<file path="config.mk">
export PLATFORM = sky130hd
export DESIGN_NAME = uart_rx_oversampled_flat
export DESIGN_NICKNAME = d
export VERILOG_FILES = /design/src/rtl/uart_pkg.sv /design/src/rtl/uart_rx_oversampled_if.sv /design/src/rtl/uart_baud_tick.sv /design/src/rtl/uart_rx_oversampled.sv /design/src/flat_wrapper.sv
export SDC_FILE = /design/constraint.sdc
export NUM_CORES = 1
export LEC_CHECK = 0
export ABC_CLOCK_PERIOD_IN_PS = 4000
export CORE_MARGIN = 10
export CORE_UTILIZATION = 60
export CTS_CLUSTER_DIAMETER = 200
export CTS_CLUSTER_SIZE = 30
export DETAILED_ROUTE_END_ITERATION = 8
export PLACE_DENSITY = 0.79
export SLEW_MARGIN = 20
export SYNTH_ARGS = -nofsm -noshare
export SYNTH_HDL_FRONTEND = slang
export SYNTH_HIERARCHICAL = 1
export SYNTH_SLANG_ARGS = --single-unit
</file>
<file path="constraint.sdc">
create_clock -name i_clk -period 4 [get_ports i_clk]
set_clock_uncertainty 0.2 [all_clocks]
set_input_delay 0.6 -clock i_clk [delete_from_list [all_inputs] [get_ports i_clk]]
set_output_delay 0.6 -clock i_clk [all_outputs]
set_load 0.02 [all_outputs]
</file>
<file path="src/rtl/uart_pkg.sv">
// Shared UART types and sample-point constants for the 16x oversampled receive path.
package uart_pkg;

   typedef enum logic [2:0] {
      IDLE,
      START,
      DATA,
      STOP,
      WAIT_HIGH
   } rx_state_t;

   localparam logic [3:0] SAMPLE_LO   = 4'd7;
   localparam logic [3:0] SAMPLE_MID  = 4'd8;
   localparam logic [3:0] SAMPLE_HI   = 4'd9;
   localparam logic [3:0] SAMPLE_LAST = 4'd15;
   localparam int         DATA_BITS   = 8;

   function automatic logic maj3(input logic a, input logic b, input logic c);
      return (a & b) | (a & c) | (b & c);
   endfunction

endpackage

</file>
<file path="src/rtl/uart_rx_oversampled_if.sv">
// Serial line in, ready/valid byte out plus status pulses; master is the receiver side.
interface uart_rx_oversampled_if;
   logic       rx;
   logic       rx_ready;
   logic [7:0] rx_data;
   logic       rx_valid;
   logic       frame_err;
   logic       overrun;
   logic       busy;

   modport master (
      input  rx, rx_ready,
      output rx_data, rx_valid, frame_err, overrun, busy
   );

   modport slave (
      output rx, rx_ready,
      input  rx_data, rx_valid, frame_err, overrun, busy
   );
endinterface

</file>
<file path="src/rtl/uart_baud_tick.sv">
// Oversample tick generator: one-clk pulse every CLK_FREQ/(BAUD_RATE*OVERSAMPLE) clocks.
// Free-running, no backpressure; shareable with the transmit path.
module uart_baud_tick #(
   parameter int CLK_FREQ   = 50000000,
   parameter int BAUD_RATE  = 19200,
   parameter int OVERSAMPLE = 16
) (
   input  logic i_clk,
   input  logic i_rst,
   output logic o_tick
);
   localparam int DIV = CLK_FREQ / (BAUD_RATE * OVERSAMPLE);
   localparam int CW  = (DIV > 1) ? $clog2(DIV) : 1;
   localparam logic [CW-1:0] LAST = CW'(DIV - 1);

   if (DIV < 2) begin : g_div_check
      $error("uart_baud_tick: divider must be at least 2");
   end

   logic [CW-1:0] r_cnt;

   always_ff @(posedge i_clk) begin
      if (i_rst)              r_cnt <= '0;
      else if (r_cnt == LAST) r_cnt <= '0;
      else                    r_cnt <= r_cnt + 1'b1;
   end

   assign o_tick = (r_cnt == LAST);
endmodule

</file>
<file path="src/rtl/uart_rx_oversampled.sv">
// 8N1 UART receiver, 16x oversampled with 3-sample mid-bit majority vote; byte valid 1 clk after stop vote.
// Holding register waits for rx_ready; a good byte arriving while it is full is dropped with an overrun pulse.
module uart_rx_oversampled
   import uart_pkg::*;
#(
   parameter int CLK_FREQ   = 50000000,
   parameter int BAUD_RATE  = 19200,
   parameter int OVERSAMPLE = 16
) (
   input logic                  i_clk,
   input logic                  i_rst,
   uart_rx_oversampled_if.master bus
);
   logic                 w_tick;
   logic                 r_rx_meta, r_rx_s;
   rx_state_t            r_state, w_state_nxt;
   logic [3:0]           r_scnt;
   logic [2:0]           r_bitcnt;
   logic                 r_s7, r_s8;
   logic [DATA_BITS-1:0] r_shift;
   logic [7:0]           r_rx_data;
   logic                 r_rx_valid, r_frame_err, r_overrun;
   logic                 w_vote, w_at_vote, w_at_last;
   logic                 w_busy, w_shift_en, w_deliver, w_ferr;

   uart_baud_tick #(
      .CLK_FREQ  (CLK_FREQ),
      .BAUD_RATE (BAUD_RATE),
      .OVERSAMPLE(OVERSAMPLE)
   ) u_tick (
      .i_clk (i_clk),
      .i_rst (i_rst),
      .o_tick(w_tick)
   );

   always_ff @(posedge i_clk) begin
      if (i_rst) begin
         r_rx_meta <= 1'b1;
         r_rx_s    <= 1'b1;
      end else begin
         r_rx_meta <= bus.rx;
         r_rx_s    <= r_rx_meta;
      end
   end

   // Third vote sample is the live synchronised line on the SAMPLE_HI tick.
   assign w_vote    = maj3(r_s7, r_s8, r_rx_s);
   assign w_at_vote = w_tick && (r_scnt == SAMPLE_HI);
   assign w_at_last = w_tick && (r_scnt == SAMPLE_LAST);

   always_ff @(posedge i_clk) begin
      if (i_rst) r_state <= IDLE;
      else       r_state <= w_state_nxt;
   end

   always_comb begin
      w_state_nxt = r_state;
      case (r_state)
         IDLE:      if (w_tick && !r_rx_s) w_state_nxt = START;
         START: begin
            if (w_at_vote && w_vote) w_state_nxt = IDLE;
            else if (w_at_last)      w_state_nxt = DATA;
         end
         DATA:      if (w_at_last && r_bitcnt == 3'(DATA_BITS - 1)) w_state_nxt = STOP;
         STOP:      if (w_at_vote) w_state_nxt = w_vote ? IDLE : WAIT_HIGH;
         WAIT_HIGH: if (r_rx_s) w_state_nxt = IDLE;
         default:   w_state_nxt = IDLE;
      endcase
   end

   always_comb begin
      w_busy     = 1'b1;
      w_shift_en = 1'b0;
      w_deliver  = 1'b0;
      w_ferr     = 1'b0;
      case (r_state)
         IDLE: w_busy = 1'b0;
         DATA: w_shift_en = w_at_vote;
         STOP: begin
            w_deliver = w_at_vote && w_vote;
            w_ferr    = w_at_vote && !w_vote;
         end
         default: ;
      endcase
   end

   always_ff @(posedge i_clk) begin
      if (i_rst) begin
         r_scnt      <= '0;
         r_bitcnt    <= '0;
         r_s7        <= 1'b1;
         r_s8        <= 1'b1;
         r_shift     <= '0;
         r_rx_data   <= '0;
         r_rx_valid  <= 1'b0;
         r_frame_err <= 1'b0;
         r_overrun   <= 1'b0;
      end else begin
         r_frame_err <= w_ferr;
         r_overrun   <= 1'b0;

         if (r_state == IDLE) r_scnt <= '0;
         else if (w_tick)     r_scnt <= r_scnt + 1'b1;

         if (r_state != DATA) r_bitcnt <= '0;
         else if (w_at_last)  r_bitcnt <= r_bitcnt + 1'b1;

         if (w_tick && r_scnt == SAMPLE_LO)  r_s7 <= r_rx_s;
         if (w_tick && r_scnt == SAMPLE_MID) r_s8 <= r_rx_s;
         if (w_shift_en) r_shift <= {w_vote, r_shift[DATA_BITS-1:1]};

         // A byte may load in the same cycle the consumer drains the previous one.
         if (w_deliver) begin
            if (!r_rx_valid || bus.rx_ready) begin
               r_rx_data  <= r_shift;
               r_rx_valid <= 1'b1;
            end else begin
               r_overrun <= 1'b1;
            end
         end else if (r_rx_valid && bus.rx_ready) begin
            r_rx_valid <= 1'b0;
         end
      end
   end

   assign bus.rx_data   = r_rx_data;
   assign bus.rx_valid  = r_rx_valid;
   assign bus.frame_err = r_frame_err;
   assign bus.overrun   = r_overrun;
   assign bus.busy      = w_busy;
endmodule

</file>
<file path="src/flat_wrapper.sv">
// flat-port wrapper written by rule: the top's interface ports become plain ports
module uart_rx_oversampled_flat import uart_pkg::*;
#(
   parameter int CLK_FREQ   = 50000000,
   parameter int BAUD_RATE  = 19200,
   parameter int OVERSAMPLE = 16
)
  (i_clk, i_rst, bus_rx, bus_rx_ready, bus_rx_data, bus_rx_valid, bus_frame_err, bus_overrun, bus_busy);
  uart_rx_oversampled_if bus_i ();
  input logic i_clk;
  input logic i_rst;
  input wire logic [$bits(bus_i.rx)-1:0] bus_rx;
  input wire logic [$bits(bus_i.rx_ready)-1:0] bus_rx_ready;
  output wire logic [$bits(bus_i.rx_data)-1:0] bus_rx_data;
  output wire logic [$bits(bus_i.rx_valid)-1:0] bus_rx_valid;
  output wire logic [$bits(bus_i.frame_err)-1:0] bus_frame_err;
  output wire logic [$bits(bus_i.overrun)-1:0] bus_overrun;
  output wire logic [$bits(bus_i.busy)-1:0] bus_busy;
  assign bus_i.rx = bus_rx;
  assign bus_i.rx_ready = bus_rx_ready;
  assign bus_rx_data = bus_i.rx_data;
  assign bus_rx_valid = bus_i.rx_valid;
  assign bus_frame_err = bus_i.frame_err;
  assign bus_overrun = bus_i.overrun;
  assign bus_busy = bus_i.busy;
  uart_rx_oversampled #(.CLK_FREQ(CLK_FREQ), .BAUD_RATE(BAUD_RATE), .OVERSAMPLE(OVERSAMPLE)) u_core (.i_clk(i_clk), .i_rst(i_rst), .bus(bus_i));
endmodule
</file>
After elaboration in Yosys (flattened, before gate mapping)
Index checks and enable logic that the tools add are counted.
- register bits: 41
- input bits: 4
- logic and storage cells: 78
- add/sub/neg operators: 3
- eq/ne operators: 17
- mux-type cells: 15
- bitwise logic cells: 7
- reduce and logical (&&, ||, !) cells: 23
- operators with widths (cell ; number):
    $mux 3 ; 7
    $pmux 3 s5 ; 1
    $eq 4x4->1 const B ; 3
    $reduce_or 2->1 ; 5
    $logic_and 1x1->1 ; 9
    $add 8x1->8 const B ; 1
    $eq 8x8->1 const B ; 1
    $ne 2x1->1 const B ; 4
    $mux 1 ; 7
    $eq 3x2->1 const B ; 2
    $eq 3x3->1 const B ; 2
    $reduce_and 5->1 ; 1
    $add 4x1->4 const B ; 1
    $eq 4x3->1 const B ; 1
    $reduce_and 2->1 ; 2
    $add 3x1->3 const B ; 1
    $and 1x1->1 ; 3
    $eq 3x1->1 const B ; 1
    $logic_not 1->1 ; 3
    $logic_not 3->1 ; 1
    $ne 3x1->1 const B ; 1
    $ne 3x2->1 const B ; 1
    $ne 2x2->1 const B ; 1
    $not 1->1 ; 2
    other kinds (3) ; 4

Logic depth before layout (Yosys ltp)
Gate-level depths: netlist of run 1.
- word-level depth: 7
- depth in mapped cells: 9

Modules after synthesis
The synthesis of run 1 kept the hierarchy.
- modules (own cells, without submodules) (module ; instances ; cells an instance ; area an instance (µm²) ; seq. area each (µm²)):
    uart_rx_oversampled ; 1 ; 150 ; 1442.6 ; 660.6
    uart_baud_tick ; 1 ; 39 ; 366.6 ; 160.2

Worst setup path before layout of run 1
OpenSTA, ideal clock, no wires.
- kind: reg2reg
- start: reg u_core.u_tick.r_cnt[1]
- end: reg u_core.r_state[1]
- data arrival time: 1824 ps
- data required time: 3713 ps
- setup slack: 1889 ps
- cell stages (with the launch flop): 10
- clock period less this slack: 2111 ps
- cells stage by stage: dfxtp_1 -> inv_1 -> ha_1 -> and4bb_2 -> and3_1 -> buf_2 -> nand4b_1 -> nor3_1 -> a211o_1 -> nor4b_2
- word-level cells in the longest chain between the ends: 5
- elaborated cells between the ends (all ways): 13
- classes of those cells: eq/ne: 5; mux: 2; reduce/logical: 6
- RTL lines (element ; RTL line ; source):
    from (decl) ; uart_baud_tick.sv:20 ; logic [CW-1:0] r_cnt;
    from (signal assigned) ; uart_baud_tick.sv:25 ; else r_cnt <= r_cnt + 1'b1;
    $eq 8x8->1 (*) ; uart_baud_tick.sv:28 ; assign o_tick = (r_cnt == LAST);
    via u_core.w_tick ; uart_rx_oversampled.sv:14 ; logic w_tick;
    $logic_and 1x1->1, on equally long branches ; uart_rx_oversampled.sv:48, uart_rx_oversampled.sv:49 ;
    $logic_and 1x1->1, on equally long branches ; uart_rx_oversampled.sv:61, uart_rx_oversampled.sv:64 ;
    $ne 3x1->1 (no line) (tied with other cells) ; - ;
    $reduce_and 5->1 (no line) or $pmux 3 s5 (tied branches) ; - ;
    to (signal assigned) ; uart_rx_oversampled.sv:53 ; else r_state <= w_state_nxt;
    to (decl) ; uart_rx_oversampled.sv:16 ; rx_state_t r_state, w_state_nxt;
The timed path passes the listed nets; every way through them passes the cells marked *.
A chain may end at the register's enable or synchronous reset.

Final worst setup path of run 1
- start: reg u_core.u_tick.r_cnt[0]
- end: reg u_core.r_rx_data[2] (netlist: u_core/bus.rx_data[2])
- word-level cells in the longest chain between the ends: 5
- RTL lines (element ; RTL line ; source):
    $eq 8x8->1 ; uart_baud_tick.sv:28 ;
    via u_core.w_tick ; uart_rx_oversampled.sv:14 ;
    $logic_and 1x1->1 ; uart_rx_oversampled.sv:48 ; assign w_at_vote = w_tick && (r_scnt == SAMPLE_HI);
    $logic_and 1x1->1 ; uart_rx_oversampled.sv:80 ; w_deliver = w_at_vote && w_vote;
    $mux 1 ; uart_rx_oversampled.sv:76 ; case (r_state)
    $reduce_and 2->1 (no line) ; - ;
    to (signal assigned) ; uart_rx_oversampled.sv:115 ; r_rx_data <= r_shift;
    to (decl) ; uart_rx_oversampled.sv:21 ; logic [7:0] r_rx_data;
The timed path passes the listed nets, and every way through them passes these cells.

==> results.txt, run 1 <==
* Adder-cell share of the synthesized area: 0.0546
- At the end of routability-driven placement, the weighted congestion stood at 0.816.
* Fin Setup TNS: 0 ns
- Synthesized netlist cell count: 189
- TritonCTS clock tree: done
* Commonest non-fill, non-tap cell in the layout: sky130_fd_sc_hd__dfxtp_1
- The clock passes through at most 2 buffers.
- Setup repair after global routing missed its margin: no
- The flow ran to the end, and the final reports show no timing, DRC or antenna violations.
- For this run, the total global-route usage over all layers was measured as 0.116.
* Global-route wire length before repair: 5.15 mm
* Total of flip-flops plus latches after synthesis: 41
- H-tree Lvls: 2
- Share of synthesized area spent on multiplexers: 0.0941
- Of the total synthesized cell area, the portion taken by XOR and XNOR cells is 0.0339.
- For this design the ratio of total power to cell area is approximately 370 nW/µm².
- The worst hold path begins at u_core/r_rx_meta.
* Placeable Area: 2830 µm²
* Maximum clock rate: 0.350 GHz
* Fin Hold WS: between 0.2 and 0.25 ns
* Slack of the critical path: 1.14 ns
- The HPWL after detailed placement is 2.33 mm.
* Post-synthesis instance area: 1810 µm²
- A synthesized cell averages about 9.6 µm².
- Pin count of the biggest net entering global routing: 30
- CP arrival: 2.84 ns
- Clock buffers created by TritonCTS: 5
* Diodes inserted: 0
* Worst vdd rail ir drop: 0.000230 V
- Before antenna repair, the detailed router went through 4 iterations.
- Vert. Die Dim: 74.9 µm
- Placement Rows: 19
* DR WL/cell: 13.1 µm
- The clock reaches the later pin of the worst-skew pair after 0.32 ns.
- The die covers 5610 µm².
- The number of antenna violations at the first check in global routing came to 0.
* Worst Hold Path Cells: 1
- Startpoint of the most critical register-to-register path: u_core/u_tick/r_cnt[0]
- The number of cells on the worst reg-to-reg path is 7.
- Share of final-layout standard cells stronger than drive strength 1: 0.0833
* Syn nets: 200
- Initial standard-cell utilization of the core: 0.640
* Via count normalized by instance count: 5.65
* Startpoint type of the worst setup path: flip-flop
* Worst rel slew slack: 0.321
- Dominant combinational cell family by area after synthesis: simple AND/OR/NAND/NOR gates
- For the finished layout, the period the worst path requires is approximately 2.9 ns.
* Die Wd: 74.9 µm
* Port Buffer Count: 15
- Count of max-cap constraint violations: 0
- Tracing the worst setup path back leads to its startpoint at u_core/u_tick/r_cnt[0].
* YS warnings: 6
* Sequential share of the synthesized area: 0.454
- The number of hold-slack violations in the final timing report came to 0.
* DRC violation count after routing: 0
- In this run the static leakage power is 0.000812 µW.
* Most frequent cells in the layout: sky130_fd_sc_hd__dfxtp_1, sky130_fd_sc_hd__nor2_1, sky130_fd_sc_hd__mux2i_1
* Worst slack, placed: 1.16 ns
* Antenna-violating nets left: 0
- The number of global-route vias before repair came to 1236.
- CP required: 3.98 ns
- Total gr overflow: 0
- For this block, the routed nets add up to just over 3 mm of wire.
- Relative area change from synthesis to final layout: 10.9%
* Top Ports: 16
- The tree is rooted in a sky130_fd_sc_hd__clkbuf_4.
- Critical path capture point type: flip-flop
- Of the total synthesized cell area, the portion taken by AND, OR, NAND and NOR gates is 0.241.
- The number of different library cells used by synthesis comes to 39.
- Setup violations remaining at the end of the flow were counted as 0.
- Clock Sink Count: 41
- Number of nets at the end of the flow: ~220
- First-iteration detailed-routing DRC count: 70
- Post-cts sizing count: 0
- In this run the post-CTS setup repair buffer count came out at 0.
- Final count of pins violating max slew: 0
* Hold WC Path Type: reg -> reg
- The routed layout has 1328 vias.
* Post-CTS Hold Fix Bufs: 0
- At the pin with the least slew margin, the transition time is 1.02 ns.
* Ratio of final minimum period to clock period: 0.715
- Critical Path Fanout Max: 11
- The post-synthesis compound-gate area fraction came to 0.0851.
* Setup Crit Path Kind: reg -> reg
- Fill cell instance count of the final layout: 209
* Clock-pin transition on the worst setup and hold timing paths: 0.10 ns
## metal layers
layer	track usage	up-vias	wire (µm)
met2	0.200	17	1510
li1	-	688	-
met3	0.0447	2	142
met5	0	-	0
met1	0.129	621	1420
met4	0.0378	0	17
## synth_stat cells (all sizes together)
| master | instances | area, µm² |
|---|---|---|
| xor2 | 4 | 35.0 |
| o21a | 2 | 15.0 |
| inv | 6 | 22.5 |
| or2 | 2 | 12.5 |
| a211oi | 1 | 7.51 |
| nand2b | 4 | 25.0 |
| a31o | 1 | 17.5 |
| ha | 7 | 87.6 |
| mux2i | 17 | 170 |
| nand4b | 4 | 35.0 |
| nor4 | 2 | 12.5 |
| dfxtp | 41 | 821 |
| a31oi | 1 | 6.26 |
| nor3b | 1 | 7.51 |
| and4b | 1 | 11.3 |
| or3 | 4 | 25.0 |
| and4bb | 1 | 12.5 |
| xnor2 | 3 | 26.3 |
| o211ai | 1 | 7.51 |
| and3 | 1 | 6.26 |
| clkbuf | 3 | 11.3 |
| buf | 4 | 35.0 |
| nand4 | 3 | 25.0 |
| nor2 | 34 | 130 |
| nor3 | 3 | 15.0 |
| nand3 | 6 | 42.5 |
| a21oi | 8 | 43.8 |
| nand3b | 3 | 22.5 |
| maj3 | 1 | 11.3 |
| o21ai | 6 | 30.0 |
| nand2 | 10 | 37.5 |
| nor4b | 1 | 15.0 |
| a211o | 3 | 26.3 |
## cell families (layout without fill, tap and decap cells)
logic type / Yosys count / count (layout)
simple gates: 80 / 80
flops: 41 / 41
compound gates: 23 / 23
mux: 17 / 17
buf+inv: 13 / 28
fa+ha+maj: 8 / 8
xor+xnor: 7 / 7
## where the power goes
group / switching (µW) / leakage (µW) / internal, µW
clock: 113 / 0.0000314 / 83.1
sequential: 17.4 / 0.000332 / 420
combinational: 63.9 / 0.000449 / 52.5
## sequential cells by signal (all words and copies together) (netlist names), 3 cells and up
name	count
u_core/r_scnt	4
u_core/bus.rx_data	8
u_core/r_bitcnt	3
u_core/r_shift	8
u_core/u_tick/r_cnt	8
u_core/r_state	3
## layout make-up
cell class | instances | area, µm² | share of cell area
Sequential cell | 41 | 821 | 0.409
Inverter | 6 | 22.5 | 0.0112
Tap cell | 31 | 38.8 | 0.0193
Clock buffer | 7 | 55.1 | 0.0274
Timing Repair Buffer | 15 | 150 | 0.0748
Multi-Input combinational cell | 135 | 920 | 0.458
## worst max-delay path: stages, from the launching register on
cell,delay (ns)
sky130_fd_sc_hd__dfxtp_1,0.45
sky130_fd_sc_hd__ha_1,0.18
sky130_fd_sc_hd__and4bb_2,0.25
sky130_fd_sc_hd__and3_1,0.40
sky130_fd_sc_hd__and4b_2,0.36
sky130_fd_sc_hd__nand4b_1,0.49
sky130_fd_sc_hd__mux2i_1,0.33
sky130_fd_sc_hd__nor2_1,0.05
## stage by stage
| step | power [µW] | utilization | instance area, µm² | instances |
|---|---|---|---|---|
| 2_1_floorplan | 528 | - | 1810 | 189 |
| 3_3_place_gp | 557 | 0.690 | 1950 | 228 |
| 5_1_grt | 792 | 0.709 | 2010 | 235 |
| 3_5_place_dp | 563 | 0.690 | 1950 | 228 |
| 6_report | 750 | 0.709 | 2010 | 235 |
| 4_1_cts | 760 | 0.709 | 2010 | 235 |
## final timing paths
| path | to | slack (ns) |
|---|---|---|
| max | u_core/bus.rx_data[2] | 1.14 |
| min | u_core/r_rx_s | 0.22 |
| max reg2reg | u_core/bus.rx_data[2] | 1.14 |
| min reg2reg | u_core/r_rx_s | 0.22 |
(Power assumes the default switching activity.)
==> run 2, diff against run 1 <==
- ABC_CLOCK_PERIOD_IN_PS: 4000 -> 2300
- CORE_UTILIZATION: 60 -> 50
- PLACE_DENSITY: 0.79 -> 0.69
- clock period: 4 -> 2.3 ns (I/O delays scaled with it)
==> run 2 against run 1 <==
Net effect:
- cell count rose by 9.4%
- critical path depth grew 2
- routed wire length increased by 3.0%
- non-clock buffer count increased by 6
==> results.txt, run 2 (synthesized netlist as in run 1, its figures left out) <==
- The run finished with clean final reports.
- The count of standard-cell rows was 21 (+2).
- Fill cell instance count of the final layout: 308 (+47%)
* Final count of pins violating max slew: 0 (unchanged)
- All-layer global routing usage: 0.103 (-0.0133)
- Leak Pwr: 0.000861 µW (+6.0%)
- Placeable Area: 3420 µm² (+21%)
* Total design power: 1310 µW (+75%)
- TritonCTS clock tree: done
* Most frequent cells in the layout: sky130_fd_sc_hd__dfxtp_1, sky130_fd_sc_hd__nor2_1, sky130_fd_sc_hd__mux2i_1
* Worst rel slew slack: 0.768 (+0.447)
* DP Wirelength: 2.37 mm (+1.9%)
- Actual slew at the worst max-slew pin: 0.347 ns (-0.669 ns)
* Pin count of the biggest net entering global routing: 30 (unchanged)
- Power per cell area: 629 nW/µm² (+68%)
- Number of nets at the end of the flow: 221 (+2.8%)
- Antenna violations before repair: 0 (unchanged)
- STA classifies the critical path startpoint as a flip-flop.
- The number of input and output port buffers inserted was 15 (unchanged).
- Floorplan die area: 6420 µm² (+14%)
- The effective utilization at floorplan was 0.530 (-0.110).
* Fin Setup TNS: 0 ns (unchanged)
- The final routed wire length divided by cell count was 12.4 µm (-5.8%).
- The remaining routing DRC violations came to 0 (unchanged).
- The total number of vias was 1342 (+1.1%).
- Global-route wire length before repair: 5.41 mm (+4.9%)
- Clock-pin transition on the worst setup and hold timing paths: 0.12 ns (+0.02 ns)
- The number of violations reported at the end of detailed-routing iteration 0 was 81 (+16%).
* Worst vdd rail ir drop: 0.000290 V (+26%)
- WL final: 3.18 mm (+3.0%)
- Ratio of final minimum period to clock period: 0.929 (+0.214)
- The count of nets left with antenna violations after detail routing came to 0 (unchanged).
* Vert. Die Dim: 80.2 µm (+7.0%)
* Post-cts sizing count: 0 (unchanged)
* CP required: 2.35 ns (-1.63 ns)
* Share of final-layout standard cells stronger than drive strength 1: 0.123 (+0.0399)
- Critical Path Fanout Max: 8 (-3)
- Final critical-path required period: 2.14 ns (-0.723 ns)
- Critical path capture point type: flip-flop
* Diodes inserted: 0 (unchanged)
* Setup Buffers After CTS: 0 (unchanged)
- Setup repair after global routing missed its margin: no
- The reported max-cap violation count came to 0 (unchanged).
- The detailed-router iteration count before antenna repair was 4 (unchanged).
- Commonest non-fill, non-tap cell in the layout: sky130_fd_sc_hd__dfxtp_1
- The clock latency on the worst-skew pair is 0.35 ns (+0.03 ns).
* Post-CTS Hold Fix Bufs: 0 (unchanged)
- Top Ports: 16 (unchanged)
- H-tree Lvls: 2 (unchanged)
* Clock buffers created by TritonCTS: 5 (unchanged)
* Hold WC Path Type: reg -> reg
- The deepest clock path buffer count came to 2 (unchanged).
- Endpoints failing setup: 0 (unchanged)
- The tree is rooted in a sky130_fd_sc_hd__clkbuf_4.
* Maximum clock rate: 0.468 GHz (+34%)
- Setup Crit Path Kind: reg -> reg
- The number of vias per cell was 5.22 (-7.6%).
* Final weighted congestion in routability-driven placement: 0.811 (-0.60%)
* CP arrival: 2.18 ns (-0.66 ns)
- Via count of the first global-routing pass: 1239 (+0.24%)
- The number of hold-slack violations in the final timing report is 0 (unchanged).
- The clock sink total was 41 (unchanged).
* Die Wd: 80.2 µm (+7.0%)
- The global-route congestion overflow total was 0 (unchanged).
* Relative area change from synthesis to final layout: 15.1%
[run 2: critical path, cell delays in order (launching register included)]
cell                       delay, ns
sky130_fd_sc_hd__dfxtp_1        0.35
sky130_fd_sc_hd__inv_1          0.05
sky130_fd_sc_hd__ha_1           0.17
sky130_fd_sc_hd__and4bb_2       0.23
sky130_fd_sc_hd__and3_1         0.19
sky130_fd_sc_hd__and4b_2        0.29
sky130_fd_sc_hd__nand4b_1       0.10
sky130_fd_sc_hd__buf_4          0.19
sky130_fd_sc_hd__mux2i_1        0.22
sky130_fd_sc_hd__nor2_1         0.05
[run 2: through the flow]
stage | area (µm²) | hold WS (ns) | setup slack, ns | utilization | instances
after global placement | 2020 | 0.194 | 0.240 | 0.590 | 249
after detailed placement | 2020 | 0.199 | 0.155 | 0.590 | 249
after CTS | 2070 | 0.225 | 0.0434 | 0.606 | 257
after global routing | 2080 | 0.250 | 0.0493 | 0.610 | 257
after floorplan | 1810 | 0.189 | 0.189 | - | 189
final | 2080 | 0.221 | 0.164 | 0.610 | 257
[run 2: cell type report]
cell class | count | area (µm²) | share of cell area
clock buffers | 5 | 37.5 | 0.0180
clock inverters | 3 | 17.5 | 0.00841
inverters | 6 | 22.5 | 0.0108
multi-input cells | 135 | 930 | 0.446
flip-flops and latches | 41 | 821 | 0.394
well taps | 46 | 57.6 | 0.0276
repair buffers | 21 | 198 | 0.0949
[run 2: routing by layer]
metal	vias to the layer above	wire (µm)	GRT usage
li1	700	-	-
met1	613	1460	0.118
met2	23	1500	0.169
met3	6	173	0.0401
met4	0	53	0.0387
met5	-	0	0
[run 2: report_power, final]
group / total (µW) / switching [µW] / internal (µW)
sequential: 754 / 24.4 / 730
clock: 342 / 227 / 115
combinational: 213 / 116 / 97.0
[run 2: worst paths after layout]
check / slack [ns] / endpoint / cells after the start / start
hold / removal: 0.22 / u_core/r_rx_s / 1 / u_core/r_rx_meta
hold reg to reg: 0.22 / u_core/r_rx_s / 1 / u_core/r_rx_meta
setup / recovery: 0.16 / u_core/bus.rx_data[2] / 9 / u_core/u_tick/r_cnt[1]
setup reg to reg: 0.16 / u_core/bus.rx_data[2] / 9 / u_core/u_tick/r_cnt[1]
==> run 3, diff against run 2 <==
- TNS_END_PERCENT: unset -> 100
==> results of run 3 <==
Same layout as run 2: the final DEF is identical, and so are final timing and power.
